===== src/rtl/multicycle_ctrl.sv =====
// rtl/multicycle_ctrl.sv - multi-cycle RV32 control FSM with memory wait timeout and retire counter
module multicycle_ctrl #(
  parameter int MEM_TIMEOUT = 16,
  parameter int CNT_W       = 32
) (
  input  logic             clk,
  input  logic             reset_n,
  input  logic [6:0]       Opcode,
  input  logic             MemReady,
  output logic             PCWrite,
  output logic             IRWrite,
  output logic             IorD,
  output logic             ALUSrc,
  output logic             MemtoReg,
  output logic             RegWrite,
  output logic             MemRead,
  output logic             MemWrite,
  output logic             Branch,
  output logic             JalrSel,
  output logic             Jump,
  output logic [1:0]       ALUOp,
  output logic [1:0]       RWSel,
  output logic             Halt,
  output logic             Fault,
  output logic [2:0]       State,
  output logic [CNT_W-1:0] RetiredCnt
);

  localparam int WAIT_W = $clog2(MEM_TIMEOUT + 1);

  localparam logic [6:0] OP_R    = 7'b0110011;
  localparam logic [6:0] OP_LW   = 7'b0000011;
  localparam logic [6:0] OP_SW   = 7'b0100011;
  localparam logic [6:0] OP_BR   = 7'b1100011;
  localparam logic [6:0] OP_IMM  = 7'b0010011;
  localparam logic [6:0] OP_JAL  = 7'b1101111;
  localparam logic [6:0] OP_JALR = 7'b1100111;
  localparam logic [6:0] OP_LUI  = 7'b0110111;
  localparam logic [6:0] OP_HALT = 7'b0000000;

  typedef enum logic [2:0] {
    S_FETCH  = 3'd0,
    S_DECODE = 3'd1,
    S_EXEC   = 3'd2,
    S_MEM    = 3'd3,
    S_WB     = 3'd4,
    S_HALTED = 3'd5,
    S_FAULT  = 3'd6,
    S_BAD    = 3'd7
  } state_t;

  state_t            state, next_state;
  logic [WAIT_W-1:0] wait_cnt;
  logic              timeout;
  logic              alu_src_dec;
  logic [1:0]        alu_op_dec;

  assign State   = state;
  // Expiry only matters when the access is still stalling; a late MemReady wins.
  assign timeout = (wait_cnt == WAIT_W'(MEM_TIMEOUT - 1)) && !MemReady;

  // ALU source/op as the single-cycle decoder would produce them for this opcode
  always_comb begin
    alu_src_dec = 1'b0;
    alu_op_dec  = 2'b00;
    case (Opcode)
      OP_R:    begin alu_src_dec = 1'b0; alu_op_dec = 2'b10; end
      OP_IMM:  begin alu_src_dec = 1'b1; alu_op_dec = 2'b10; end
      OP_JALR: begin alu_src_dec = 1'b1; alu_op_dec = 2'b10; end
      OP_LW:   begin alu_src_dec = 1'b1; alu_op_dec = 2'b00; end
      OP_SW:   begin alu_src_dec = 1'b1; alu_op_dec = 2'b00; end
      OP_BR:   begin alu_src_dec = 1'b0; alu_op_dec = 2'b01; end
      OP_LUI:  begin alu_src_dec = 1'b1; alu_op_dec = 2'b11; end
      default: begin alu_src_dec = 1'b0; alu_op_dec = 2'b00; end
    endcase
  end

  // Next-state selection
  always_comb begin
    next_state = state;
    case (state)
      S_FETCH: begin
        if (MemReady)     next_state = S_DECODE;
        else if (timeout) next_state = S_FAULT;
      end
      S_DECODE: begin
        case (Opcode)
          OP_HALT: next_state = S_HALTED;
          OP_R, OP_LW, OP_SW, OP_BR, OP_IMM, OP_JAL, OP_JALR, OP_LUI:
                   next_state = S_EXEC;
          default: next_state = S_FAULT;
        endcase
      end
      S_EXEC: begin
        case (Opcode)
          OP_BR, OP_JAL, OP_JALR: next_state = S_FETCH;
          OP_LW, OP_SW:           next_state = S_MEM;
          default:                next_state = S_WB;
        endcase
      end
      S_MEM: begin
        if (MemReady)     next_state = (Opcode == OP_LW) ? S_WB : S_FETCH;
        else if (timeout) next_state = S_FAULT;
      end
      S_WB:     next_state = S_FETCH;
      S_HALTED: next_state = S_HALTED;
      S_FAULT:  next_state = S_FAULT;
      default:  next_state = S_FAULT;
    endcase
  end

  // Control outputs decoded from state and opcode; everything held low during reset
  always_comb begin
    PCWrite  = 1'b0; IRWrite  = 1'b0; IorD     = 1'b0; ALUSrc = 1'b0;
    MemtoReg = 1'b0; RegWrite = 1'b0; MemRead  = 1'b0; MemWrite = 1'b0;
    Branch   = 1'b0; JalrSel  = 1'b0; Jump     = 1'b0;
    ALUOp    = 2'b00; RWSel   = 2'b00; Halt    = 1'b0; Fault  = 1'b0;
    if (reset_n) begin
      case (state)
        S_FETCH: begin
          MemRead = 1'b1;
          IRWrite = MemReady;
        end
        S_EXEC: begin
          ALUSrc = alu_src_dec;
          ALUOp  = alu_op_dec;
          if (Opcode == OP_BR) begin
            Branch  = 1'b1;
            PCWrite = 1'b1;
          end else if (Opcode == OP_JAL || Opcode == OP_JALR) begin
            Jump     = 1'b1;
            RegWrite = 1'b1;
            RWSel    = 2'b01;
            PCWrite  = 1'b1;
            JalrSel  = (Opcode == OP_JALR);
          end
        end
        S_MEM: begin
          IorD = 1'b1;
          if (Opcode == OP_LW) begin
            MemRead = 1'b1;
          end else begin
            MemWrite = 1'b1;
            PCWrite  = MemReady;
          end
        end
        S_WB: begin
          RegWrite = 1'b1;
          PCWrite  = 1'b1;
          MemtoReg = (Opcode == OP_LW);
          ALUSrc   = alu_src_dec;
          ALUOp    = alu_op_dec;
        end
        S_HALTED: Halt  = 1'b1;
        S_FAULT:  Fault = 1'b1;
        default: ;
      endcase
    end
  end

  // State register, memory wait counter and retired-instruction counter
  always_ff @(posedge clk) begin
    if (!reset_n) begin
      state      <= S_FETCH;
      wait_cnt   <= '0;
      RetiredCnt <= '0;
    end else begin
      state <= next_state;
      if (next_state != state)
        wait_cnt <= '0;
      else if ((state == S_FETCH || state == S_MEM) && !MemReady)
        wait_cnt <= wait_cnt + WAIT_W'(1);
      RetiredCnt <= RetiredCnt + CNT_W'(PCWrite);
    end
  end

endmodule


===== config.mk =====
export PLATFORM = sky130hd
export DESIGN_NAME = multicycle_ctrl
export DESIGN_NICKNAME = d
export VERILOG_FILES = /design/src/rtl/multicycle_ctrl.sv
export SDC_FILE = /design/constraint.sdc
export NUM_CORES = 1
export LEC_CHECK = 0
export ABC_AREA = 1
export BUFFER_PORTS_ARGS = -buffer_cell sky130_fd_sc_hd__buf_4
export CORE_MARGIN = 2
export CORE_UTILIZATION = 49
export CTS_BUF_LIST = sky130_fd_sc_hd__clkbuf_16
export DETAILED_ROUTE_END_ITERATION = 6
export PLACE_DENSITY_LB_ADDON = 0.3
export SKIP_CTS_REPAIR_TIMING = 1
export SYNTH_ARGS = -nofsm -noshare
export SYNTH_HDL_FRONTEND = slang
export SYNTH_SLANG_ARGS = --single-unit

===== constraint.sdc =====
create_clock -name clk -period 2.2 [get_ports clk]
set_input_delay 0.11 -clock clk [delete_from_list [all_inputs] [get_ports clk]]
set_output_delay 0.11 -clock clk [all_outputs]
set_load 0.01 [all_outputs]

Word level (Yosys, flattened, before mapping)
Index checks and enable logic that the tools add are counted.
{"block": "word_totals", "ff_bits": 40, "input_bits": 10, "output_inout_bits": 52, "word_cells": 86}
{"block": "classes", "addsub": 2, "n_eq_ne": 16, "muxes": 50, "bitwise_logic": 1, "n_reduce_logical": 14}
{"operator": "1-bit 2-to-1 mux", "count": 37}
{"operator": "32-bit by 1-bit adder with 32-bit output", "count": 1}
{"operator": "7-bit by 6-bit equality test with 1-bit output (second input constant)", "count": 3}
{"operator": "7-bit equality test (second input constant)", "count": 3}
{"operator": "3-bit one-hot mux with 6 select lines", "count": 1}
{"operator": "3-bit 2-to-1 mux", "count": 4}
{"operator": "3-bit one-hot mux with 2 select lines", "count": 2}
{"operator": "3-bit equality test (second input constant)", "count": 3}
{"operator": "8-bit OR reduction", "count": 1}
{"operator": "7-bit by 2-bit equality test with 1-bit output (second input constant)", "count": 1}
{"operator": "7-bit by 5-bit equality test with 1-bit output (second input constant)", "count": 1}
{"operator": "7-bit zero test", "count": 1}
{"operator": "3-bit by 2-bit equality test with 1-bit output (second input constant)", "count": 2}
{"operator": "2-bit one-hot mux with 3 select lines", "count": 1}
{"operator": "2-bit OR reduction", "count": 3}
{"operator": "3-bit OR reduction", "count": 2}
{"operator": "5-bit by 1-bit adder with 5-bit output (second input constant)", "count": 1}
{"operator": "5-bit by 4-bit equality test with 1-bit output (second input constant)", "count": 1}
{"operator": "5-bit OR reduction", "count": 1}
{"operator": "2-bit 2-to-1 mux", "count": 2}
{"operator": "1-bit one-hot mux with 2 select lines", "count": 2}
{"operator": "3-bit by 1-bit equality test with 1-bit output (second input constant)", "count": 1}
{"operator": "3-bit zero test", "count": 1}
{"operator": "3-bit inequality test", "count": 1}
{"operator": "other kinds (5)", "count": 7}

Depth between registers and ports, before layout
Gate-level depths: netlist of the first run.
{"block": "depth", "ltp_word": 7, "mapped_depth": 18, "mapped_depth_nobuf": 18}

Worst setup path after synthesis of the first run
No wires, ideal clock.
{"block": "synth_path", "kind": "register -> register", "startpoint": "register state[0] (netlist: State[0])", "endpoint": "register RetiredCnt[22]", "setup_ns": 0.117, "arrival_time_ns": 2.481, "t_required_ns": 2.083, "slack_ns": -0.398, "path_stages_with_launch": 14, "path_buffers": 0, "synth_period_minus_slack_ns": 2.598, "cell_sequence": "dfxtp_1 -> nand3_1 -> nor2_1 -> inv_1 -> o211ai_1 -> ha_1 -> ha_1 -> nand2_1 -> nor3_2 -> nand4_2 -> nor2_2 -> nand3_1 -> o21ai_1 -> nor2_1"}
{"block": "synth_between", "elab_chain_cells": 4, "elab_cells_between_ends": 6, "cone_classes": "add/sub (1); eq/ne (3); mux (2)"}
{"element": "start, declared", "line_no": "52", "source": "state_t state, next_state;"}
{"element": "start signal, assigned", "line_no": "168", "source": "state <= next_state;"}
{"element": "3-bit equality test or 3-bit by 2-bit equality test with 1-bit output (tied branches)", "line_no": "119", "source": "case (state)"}
{"element": "1-bit one-hot mux with 3 select lines *", "line_no": "119"}
{"element": "1-bit 2-to-1 mux *", "line_no": "118", "source": "if (reset_n) begin"}
{"element": "net PCWrite", "line_no": "10", "source": "output logic PCWrite,"}
{"element": "32-bit by 1-bit adder with 32-bit output *", "line_no": "173", "source": "RetiredCnt <= RetiredCnt + CNT_W'(PCWrite);"}
{"element": "end signal, assigned", "line_no": "173"}
{"element": "end, declared", "line_no": "26", "source": "output logic [CNT_W-1:0] RetiredCnt"}
Mark *: on every way through the listed nets, which the timed path passes. The rest lies on a longest branch.
A chain may end at the register's enable or synchronous reset.

Worst setup path after layout of the first run
{"block": "layout_path", "startpoint": "register state[2] (netlist: State[2])", "endpoint": "register RetiredCnt[22]"}
{"block": "layout_between", "elab_chain_cells": 4, "elab_cells_between_ends": 6, "cone_classes": "add/sub (1); eq/ne (3); mux (2)"}
{"element": "3-bit equality test or 3-bit by 2-bit equality test with 1-bit output (tied branches)", "line_no": "119"}
{"element": "1-bit one-hot mux with 3 select lines *", "line_no": "119"}
{"element": "1-bit 2-to-1 mux *", "line_no": "118"}
{"element": "32-bit by 1-bit adder with 32-bit output *", "line_no": "173"}
Mark *: on every way between the ends. The rest lies on a longest branch, timed or not.

==> results.py, run 1 <==
metrics = {
    "clock_tree": {
        "h-tree-depth": 2,
        "root_buffer": "clkbuf_16",
        "cts_buffers": 5,
        "cts_sinks": 40,
        "clock_latency_ns": 0.28,
        "clk_path_buf_depth": 2,
        "cts_tree": "done",
        "clk_pin_slew_ns": 0.06,
    },
    "critical_path": {
        "cp_max_fo": 5,
        "path_common_cell": "nor2_4",
        "startpoint_type": "flop",
        "ff2ff_path_depth": 14,
        "endpoint_kind": "flop",
        "max_stage_delay_ns": 0.33,
        "worstPathArrival_ns": 2.47,
        "reg2reg_to": "RetiredCnt[22]$_SDFF_PN0_",
        "reg2reg_setup_slack_ns": -0.1,
        "crit_slowest_cell": "dfxtp_2",
        "reg2reg_from": "State[2]$_SDFF_PN0_",
        "path_cells": "inv_4, nand3_4, nor2_4, inv_2, o211ai_1, ha_2, ha_4, nand2_4, nor3_4, nand4_4, nor2_4, nand3_1, o21ai_1, nor2_1",
        "required_ns": 2.38,
        "criticalPathCategory": "flop to flop",
    },
    "yosys": {
        "yosys-top-cells-area": "dfxtp_1, nand2_1, nor2_1",
        "synthFlopType": "dfxtp_1",
        "ys_seq_area_frac": 0.308,
        "synth_warnings": 0,
        "synth_edf_count": 0,
        "synth.top_cell.area_share": 0.308,
        "netlist_instances": 403,
        "syn_nets": 417,
        "yosys.area.top_type": "dfxtp_1",
        "synthArstFlopShare": 0,
        "avgSynthCellArea_sq_um": 6.46,
        "ys_ff_latch": 40,
        "ys_types": 41,
        "synth_area_sq_um": 2600,
    },
    "place": {
        "placedCellCount": 541,
        "place.gp.congestion": 0.958,
        "hpwl_microns": 5390,
        "io_buffers": 60,
    },
    "drt": {
        "wire_per_inst_microns": 12.9,
        "firstDrtPassIters": 6,
        "vias_per_cell": 5.17,
        "vias": 2869,
        "wl_microns": 7180,
        "drc": 0,
        "first_iter_violations": 223,
        "ant_nets": 0,
    },
    "global_route": {
        "grt_max_degree": 21,
        "grt_use_total": 0.241,
        "grt_pass1_wl_microns": 11600,
        "first_global_vias": 2628,
        "overflow": 0,
        "grt_use_met1": 0.286,
        "globalRoute.busiestLayer": "met2",
        "gr-usage-met2": 0.428,
        "met3_usage": 0.0459,
        "antenna_found_initial": 0,
    },
    "hold_path": {
        "hp-class": "input pin to flop",
        "holdPathEnd": "State[0]$_SDFF_PN0_",
        "min_from": "reset_n",
        "whs_path_depth": 3,
    },
    "sta": {
        "holdWs_ns": 0.173,
        "rsz0062_at_grt": "yes",
        "fin_setup_tns_ns": -0.364,
        "max_freq_mhz": 435,
        "skew_ns": 0.00568,
        "setup_ws_ns": -0.0982,
        "slew_violations": 0,
        "setup_viol": 6,
        "hold_viol_final": 0,
        "fin_crit_ns": 2.30,
        "period_share": 1.04,
    },
    "cells_and_area": {
        "layout_commonest_cell": "nand2_1",
        "multiInputGateArea_sq_um": 1680,
        "antenna_cells": 0,
        "fillerInstances": 426,
        "seq_area_sq_um": 810,
        "synthToLayoutAreaGrowth_pct": 36.2,
        "layout-drive-gt1-share": 0.313,
        "post-route-util": 0.694,
        "fin_cells": 555,
        "finalNetCount": 499,
        "layout_common_cells": "nand2_1, buf_4, nor2_1",
    },
    "floorplanning": {
        "core-area_sq_um": 5110,
        "dieArea_sq_um": 5910,
        "rows": 26,
        "die_w_microns": 76.9,
        "start_util": 0.510,
        "die_h_microns": 76.9,
        "io_pins": 62,
    },
    "power_and_ir_drop": {
        "pwr_density_cell_nw_per_um2": 482,
        "leakage_uw": 0.00157,
        "vdd_ir_drop_max_uv": 318,
        "power_uw": 1710,
    },
    "run_status": {
        "outcome": "complete, but fails checks",
        "violations": "negative setup slack",
    },
    "job": {
        "cap_violations": 0,
    },
}
area by class of cell:
type / count / share of cell area
inverter: 58 / 0.0621
timing repair buffer: 82 / 0.174
clock buffer: 5 / 0.0353
multi-input combinational: 298 / 0.473
sequential: 40 / 0.228
clock inverter: 2 / 0.00247
tap: 70 / 0.0247
critical path, delay by kind of cell (launching register included):
family | cells | cell delay, ns
flip-flops | 1 | 0.33
buffers and inverters | 2 | 0.11
AND/OR/NAND/NOR | 8 | 0.93
AO/OA/AOI/OAI | 2 | 0.40
adder cells (fa/ha/maj) | 2 | 0.42
flip-flops by register name, indices dropped and copies added, names as in the netlist:
name and cells:
RetiredCnt 32, State 3, wait_cnt 5
power by group:
| part | internal (uW) | switching (uW) |
|---|---|---|
| Sequential | 737 | 14.7 |
| Combinational | 117 | 159 |
| Clock | 407 | 272 |
Yosys cell counts, types with 2 or more instances:
cell / number
nand4_1: 10
nand2_2: 10
or2_2: 2
inv_2: 6
a21oi_1: 24
o21ai_0: 10
nand3_1: 22
xor2_1: 5
o21ai_1: 3
dfxtp_1: 40
nor2_4: 4
buf_1: 2
buf_4: 2
nor3_1: 11
nor4_1: 2
or2_0: 5
a31oi_1: 3
nor2_1: 63
nor3_2: 5
ha_1: 4
nor2_2: 12
nor3b_2: 2
o21a_1: 3
inv_1: 52
nand2_1: 85
per-stage QoR:
stage                     setup WS [ns]  instance area [sq um]
final                           -0.0982                   3540
after global routing             -0.273                   3540
after CTS                       -0.0791                   3410
after global placement          -0.0185                   3280
after detailed placement        -0.0779                   3280
after floorplan                  -0.107                   2670
kinds of logic after synthesis:
logic type / Yosys count / synth area share
simple gates: 240 / 0.451
buf+inv: 65 / 0.100
compound gates: 46 / 0.0957
flops: 40 / 0.308
xor+xnor: 6 / 0.0202
fa+ha+maj: 4 / 0.0192
other cells: 1 / 0.00144
mux: 1 / 0.00433
how the worst max path moves through the flow:
stage,from,to,slack [ns],cells past startpoint
2_1_floorplan,State[1]$_SDFF_PN0_,RetiredCnt[22]$_SDFF_PN0_,-0.11,14
3_3_place_gp,Opcode[1],RetiredCnt[22]$_SDFF_PN0_,-0.02,15
3_5_place_dp,Opcode[1],RetiredCnt[22]$_SDFF_PN0_,-0.08,18
4_1_cts,State[1]$_SDFF_PN0_,RetiredCnt[22]$_SDFF_PN0_,-0.08,13
5_1_grt,State[2]$_SDFF_PN0_,RetiredCnt[22]$_SDFF_PN0_,-0.27,14
6_report,State[2]$_SDFF_PN0_,RetiredCnt[22]$_SDFF_PN0_,-0.1,14
metal layers:
| layer | routed length (microns) | vias up |
|---|---|---|
| met5 | 0 | - |
| met4 | 205 | 0 |
| met3 | 418 | 21 |
| met2 | 3600 | 110 |
| met1 | 2950 | 1291 |
| li1 | - | 1447 |
Power figures use the tool's default switching activity.
==> run 2: changes to the inputs <==
--- a/config.mk
+++ b/config.mk
@@ -8,10 +8,11 @@
 export ABC_AREA = 1
 export BUFFER_PORTS_ARGS = -buffer_cell sky130_fd_sc_hd__buf_4
 export CORE_MARGIN = 2
-export CORE_UTILIZATION = 49
+export CORE_UTILIZATION = 45
 export CTS_BUF_LIST = sky130_fd_sc_hd__clkbuf_16
 export DETAILED_ROUTE_END_ITERATION = 6
 export PLACE_DENSITY_LB_ADDON = 0.3
+export RECOVER_POWER = 25
 export SKIP_CTS_REPAIR_TIMING = 1
 export SYNTH_ARGS = -nofsm -noshare
 export SYNTH_HDL_FRONTEND = slang
==> constraint.sdc (replaced) <==
create_clock -name clk -period 2 [get_ports clk]
set_input_delay 0.1 -clock clk [delete_from_list [all_inputs] [get_ports clk]]
set_output_delay 0.1 -clock clk [all_outputs]
set_load 0.01 [all_outputs]
==> run 2 against run 1 <==
- the flow still finishes with violations (negative setup slack)
- final cell count up 6.1%
- critical endpoint is now RetiredCnt[26]$_SDFF_PN0_
- die area up 8.4%
- first-iteration DRC count up 7.2%
- sequential cell count unchanged
- clock-buffer cell count unchanged
- routed wire length up 9.3%
- clock skew up 0.0057 ns
- sequential power up 10%
- critical path type unchanged
==> results.py, run 2 (synthesized netlist as in run 1, its figures left out) <==
metrics = {
    "run_status": {
        "outcome": "complete, but fails checks",
        "violations": "negative setup slack",
    },
    "sta": {
        "slew_violations": 0,
        "setup_ws_ns": -0.292,
        "max_freq_mhz": 436,
        "fin_crit_ns": 2.29,
        "fin_setup_tns_ns": -3.82,
        "skew_ns": 0.0114,
        "hold_viol_final": 0,
        "setup_viol": 22,
        "rsz0062_at_grt": "yes",
        "period_share": 1.15,
    },
    "floorplanning": {
        "dieArea_sq_um": 6410,
        "core-area_sq_um": 5540,
        "die_w_microns": 80.1,
        "rows": 27,
        "die_h_microns": 80.1,
        "io_pins": 62,
        "start_util": 0.470,
    },
    "cells_and_area": {
        "layout-drive-gt1-share": 0.369,
        "fillerInstances": 444,
        "layout_commonest_cell": "buf_4",
        "finalNetCount": 530,
        "synthToLayoutAreaGrowth_pct": 49.1,
        "fin_cells": 589,
        "largest_register_ffs": 32,
        "layout_common_cells": "buf_4, nand2_1, nor2_1",
        "antenna_cells": 0,
        "largest-register": "RetiredCnt",
        "design_area_sq_um": 3880,
    },
    "drt": {
        "ant_nets": 0,
        "wire_per_inst_microns": 13.3,
        "firstDrtPassIters": 5,
        "drc": 0,
        "wl_microns": 7840,
        "vias_per_cell": 5.22,
        "first_iter_violations": 239,
        "vias": 3073,
    },
    "critical_path": {
        "startpoint_type": "flop",
        "reg2reg_setup_slack_ns": -0.29,
        "ff2ff_path_depth": 14,
        "required_ns": 2.22,
        "reg2reg_from": "State[2]$_SDFF_PN0_",
        "cp_max_fo": 5,
        "worstPathArrival_ns": 2.51,
        "endpoint_kind": "flop",
        "criticalPathCategory": "flop to flop",
        "reg2reg_to": "RetiredCnt[26]$_SDFF_PN0_",
    },
    "clock_tree": {
        "clock_latency_ns": 0.29,
        "root_buffer": "clkbuf_16",
        "cts_buffers": 5,
        "clk_path_buf_depth": 2,
        "clk_pin_slew_ns": 0.06,
        "cts_tree": "done",
        "h-tree-depth": 2,
        "cts_sinks": 40,
    },
    "global_route": {
        "overflow": 0,
        "grt_use_total": 0.241,
        "grt_pass1_wl_microns": 12200,
        "grt_max_degree": 13,
        "first_global_vias": 2762,
        "antenna_found_initial": 0,
    },
    "hold_path": {
        "whs_path_depth": 4,
        "min_from": "reset_n",
        "holdPathEnd": "RetiredCnt[0]$_SDFF_PN0_",
        "hp-class": "input pin to flop",
    },
    "power_and_ir_drop": {
        "leakage_uw": 0.00175,
        "power.share.switching": 0.266,
        "p_int_uw": 1410,
        "clkPwrFrac": 0.401,
        "p_switching_uw": 511,
        "pwr_density_cell_nw_per_um2": 494,
        "vdd_ir_drop_max_uv": 388,
        "comb_power_share": 0.168,
        "seqPwrFrac": 0.431,
        "power_uw": 1920,
    },
    "place": {
        "pre_cts_ws_ns": -0.251,
        "hpwl_microns": 5780,
        "dpl_cell_area_sq_um": 3540,
        "place.gp.congestion": 0.923,
        "io_buffers": 60,
        "placedCellCount": 575,
    },
    "job": {
        "cap_violations": 0,
    },
}
[run 2: final cells by class]
cell class	count	area, sq um	area share
clock inverter	3	15.0	0.00387
clock buffer	5	125	0.0322
timing repair buffer	113	857	0.221
sequential	40	807	0.208
tap	72	90.1	0.0232
inverter	58	223	0.0574
multi-input combinational	298	1760	0.454
[run 2: power by group through the flow]
| stage | clock, uW | combinational (uW) | sequential, uW |
|---|---|---|---|
| finish | 770 | 322 | 827 |
| global placement | 0 | 313 | 843 |
| CTS | 783 | 318 | 827 |
| floorplan | 0 | 175 | 849 |
| detailed placement | 0 | 316 | 845 |
| global route | 826 | 356 | 829 |
[run 2: how the worst max path moves through the flow]
stage                              from                        end  slack [ns]  depth (start not counted)
finish              State[2]$_SDFF_PN0_  RetiredCnt[26]$_SDFF_PN0_       -0.29                         14
CTS                 State[1]$_SDFF_PN0_  RetiredCnt[26]$_SDFF_PN0_       -0.28                         13
global placement    State[1]$_SDFF_PN0_  RetiredCnt[21]$_SDFF_PN0_       -0.16                         14
global route        State[2]$_SDFF_PN0_  RetiredCnt[26]$_SDFF_PN0_       -0.47                         14
detailed placement  State[1]$_SDFF_PN0_  RetiredCnt[26]$_SDFF_PN0_       -0.25                         13
floorplan           State[1]$_SDFF_PN0_  RetiredCnt[22]$_SDFF_PN0_       -0.31                         14
[run 2: stage by stage]
stage          hold slack, ns  utilization
3_3_place_gp            0.464        0.639
6_report                0.224        0.700
4_1_cts                 0.179        0.664
3_5_place_dp            0.473        0.639
2_1_floorplan           0.254            -
5_1_grt                 0.235        0.700
[run 2: layer usage]
layer  track usage  vias to the layer above  part of all wire  wire, microns
met5             0                        -                 0              0
met4        0.0814                        0             0.025            200
li1              -                     1518                 -              -
met3        0.0472                       29             0.070            553
met1         0.302                     1406              0.41           3230
met2         0.413                      120              0.49           3860
[run 2: worst max-delay path, stage by stage (launching register included)]
cell	delay, ns
dfxtp_2	0.33
inv_4	0.06
nand3_4	0.08
nor2_4	0.12
inv_2	0.04
o211ai_1	0.25
ha_2	0.28
ha_4	0.15
nand2_4	0.07
inv_4	0.09
nand3_4	0.12
nor3_4	0.15
nand4_1	0.14
or2_0	0.23
a21oi_1	0.13
==> run 3: changes to the inputs <==
--- a/config.mk
+++ b/config.mk
@@ -5,7 +5,6 @@
 export SDC_FILE = /design/constraint.sdc
 export NUM_CORES = 1
 export LEC_CHECK = 0
-export ABC_AREA = 1
 export BUFFER_PORTS_ARGS = -buffer_cell sky130_fd_sc_hd__buf_4
 export CORE_MARGIN = 2
 export CORE_UTILIZATION = 45
==> run 3 against run 2 <==
- the flow still finishes with violations (negative setup slack)
- clock-buffer cell count stayed put
- clock power shrank 4.8%
- critical path depth down 3
- setup slack better by 0.11 ns
- global-route usage fell by 4.5 points
- die area shrank 11%
- routed wire length down 26%
- largest cell class unchanged
- synthesized cell count down 34%
- largest power group unchanged
- first-iteration DRC count decreased by 67%
- clock skew down 0.0031 ns
==> results.py, run 3 <==
metrics = {
    "run_status": {
        "outcome": "complete, but fails checks",
        "violations": "negative setup slack",
    },
    "power_and_ir_drop": {
        "p_switching_uw": 664,
        "vdd_ir_drop_max_uv": 531,
        "power_uw": 2270,
        "clkPwrFrac": 0.323,
        "comb_power_share": 0.295,
        "pwr_density_cell_nw_per_um2": 675,
        "seqPwrFrac": 0.383,
        "p_int_uw": 1610,
        "leakage_uw": 0.00142,
        "power.share.switching": 0.292,
    },
    "hold_path": {
        "hp-class": "input pin to flop",
    },
    "yosys": {
        "yosysMostFrequentCell": "dfxtp_1",
        "ys_types": 51,
        "netlist_instances": 266,
        "synth_warnings": 0,
        "ys_seq_area_frac": 0.349,
        "synth_edf_count": 0,
        "syn_nets": 280,
        "synth.top_cell.area_share": 0.349,
        "synth_area_sq_um": 2300,
        "yosys-top-cells-area": "dfxtp_1, xnor2_1, and2_1",
        "ys_ff_latch": 40,
        "synthArstFlopShare": 0,
        "synthTopCellsByCount": "dfxtp_1, and2_1, xnor2_1",
        "synthFlopType": "dfxtp_1",
        "yosys.area.top_type": "dfxtp_1",
        "avgSynthCellArea_sq_um": 8.63,
    },
    "critical_path": {
        "path_cells": "buf_6, or4_4, nor3_4, nor3_4, a221o_1, ha_4, ha_4, and3_4, nand4_1, xnor2_1, and2_1",
        "setup.worst_path.start": "Opcode[2]",
        "max_stage_delay_ns": 0.55,
        "endpoint_kind": "flop",
        "endpoint": "RetiredCnt[26]$_SDFF_PN0_",
        "worstSetupPathDepth": 11,
        "startpoint_type": "input pin",
        "worstPathArrival_ns": 2.35,
        "cp_max_fo": 8,
        "cp_num_buf_inv": 1,
        "reg2reg_setup_slack_ns": -0.14,
        "required_ns": 2.17,
        "reg2reg_to": "RetiredCnt[26]$_SDFF_PN0_",
        "reg2reg_from": "State[2]$_SDFF_PN0_",
        "cp_top_family": "simple AND/OR/NAND/NOR gates",
        "crit_slowest_cell": "or4_4",
        "ff2ff_path_depth": 10,
        "criticalPathCategory": "input pin to flop",
    },
    "drt": {
        "vias_per_cell": 5.26,
        "ant_nets": 0,
        "wire_per_inst_microns": 13.5,
        "wl_microns": 5790,
        "firstDrtPassIters": 4,
        "drc": 0,
        "vias": 2252,
        "first_iter_violations": 78,
    },
    "sta": {
        "setup_viol": 27,
        "setup_ws_ns": -0.180,
        "relSlewSlack": 0.532,
        "period_share": 1.09,
        "skew_ns": 0.00823,
        "fin_crit_ns": 2.18,
        "max_freq_mhz": 459,
        "rsz0062_at_grt": "yes",
        "slew_violations": 0,
        "hold_viol_final": 0,
        "tightest_slew_ns": 0.697,
    },
    "clock_tree": {
        "cts_buffers": 5,
        "h-tree-depth": 2,
        "cts_tree": "done",
        "root_buffer": "clkbuf_16",
        "clk_path_buf_depth": 2,
        "clock_latency_ns": 0.27,
        "cts_sinks": 40,
        "clk_pin_slew_ns": 0.06,
    },
    "global_route": {
        "grt_pass1_wl_microns": 8870,
        "gr-usage-met2": 0.371,
        "overflow": 0,
        "antenna_found_initial": 0,
        "globalRoute.busiestLayer": "met2",
        "met3_usage": 0.0331,
        "grt_use_met1": 0.225,
        "grt_use_total": 0.196,
        "first_global_vias": 2027,
        "grt_max_degree": 39,
    },
    "cells_and_area": {
        "fillerInstances": 404,
        "post-route-util": 0.699,
        "layout_common_cells": "buf_4, dfxtp_1, and2_1",
        "synthToLayoutAreaGrowth_pct": 46.6,
        "layout_commonest_cell": "buf_4",
        "finalNetCount": 375,
        "largest-register": "RetiredCnt",
        "largest_register_ffs": 32,
        "multiInputGateArea_sq_um": 1590,
        "antenna_cells": 0,
        "seq_area_sq_um": 805,
        "layout-drive-gt1-share": 0.371,
    },
    "floorplanning": {
        "dieArea_sq_um": 5690,
        "core-area_sq_um": 4820,
        "io_pins": 62,
        "die_w_microns": 75.4,
        "rows": 25,
        "die_h_microns": 75.4,
        "start_util": 0.477,
    },
    "place": {
        "hpwl_microns": 4110,
        "place.gp.congestion": 0.837,
        "io_buffers": 60,
    },
    "job": {
        "cap_violations": 0,
    },
}
run 3: routing by layer:
layer / wire length, microns / vias to the layer above
li1: - / 1131
met1: 2450 / 1062
met2: 3050 / 51
met3: 220 / 8
met4: 74 / 0
met5: 0 / -
run 3: layout make-up:
type	instances	area share
Clock inverter	2	0.00260
Multi-Input combinational cell	206	0.471
Timing Repair Buffer	103	0.219
Tap cell	67	0.0249
Inverter	5	0.00632
Clock buffer	5	0.0372
Sequential cell	40	0.239
run 3: worst min path at each step:
stage / from / cells past startpoint / endpoint / slack, ns
after floorplan: Opcode[3] / 1 / JalrSel / 0.25
final: MemReady / 4 / wait_cnt[4]$_SDFFE_PP0P_ / 0.25
after global routing: MemReady / 4 / wait_cnt[4]$_SDFFE_PP0P_ / 0.28
after global placement: RetiredCnt[27]$_SDFF_PN0_ / 2 / RetiredCnt[27]$_SDFF_PN0_ / 0.50
after CTS: MemReady / 4 / wait_cnt[4]$_SDFFE_PP0P_ / 0.25
after detailed placement: RetiredCnt[27]$_SDFF_PN0_ / 2 / RetiredCnt[27]$_SDFF_PN0_ / 0.52
run 3: worst register-to-register path, delay by kind of cell (launching register included):
family | cells | cell delay, ns
flops | 1 | 0.33
compound gates | 1 | 0.26
xor+xnor | 1 | 0.16
fa+ha+maj | 2 | 0.32
simple gates | 5 | 0.91
buf+inv | 1 | 0.06
run 3: metrics by stage:
| step | setup TNS (ns) | instance area, sq um | instances | hold slack, ns | setup WS, ns |
|---|---|---|---|---|---|
| 6_report | -2.55 | 3370 | 428 | 0.255 | -0.180 |
| 2_1_floorplan | -9.28 | 2440 | 266 | 0.248 | -0.469 |
| 3_5_place_dp | -10.66 | 3140 | 414 | 0.518 | -0.448 |
| 5_1_grt | -4.84 | 3370 | 428 | 0.282 | -0.256 |
| 4_1_cts | -3.31 | 3270 | 421 | 0.252 | -0.285 |
| 3_3_place_gp | -9.18 | 3140 | 414 | 0.505 | -0.397 |
run 3: logic make-up after synthesis:
family          count (synthesis)  synth area share
xor+xnor                       34             0.130
flops                          40             0.349
compound gates                 30            0.0986
mux                             2           0.00872
fa+ha+maj                       4            0.0218
other cells                     1           0.00163
simple gates                  134             0.349
buf+inv                        21            0.0420
run 3: power by group through the flow:
stage | combinational, uW | clock, uW | sequential, uW
4_1_cts | 648 | 749 | 866
3_3_place_gp | 636 | 0 | 882
6_report | 670 | 733 | 869
2_1_floorplan | 403 | 0 | 883
5_1_grt | 720 | 778 | 875
3_5_place_dp | 647 | 0 | 882
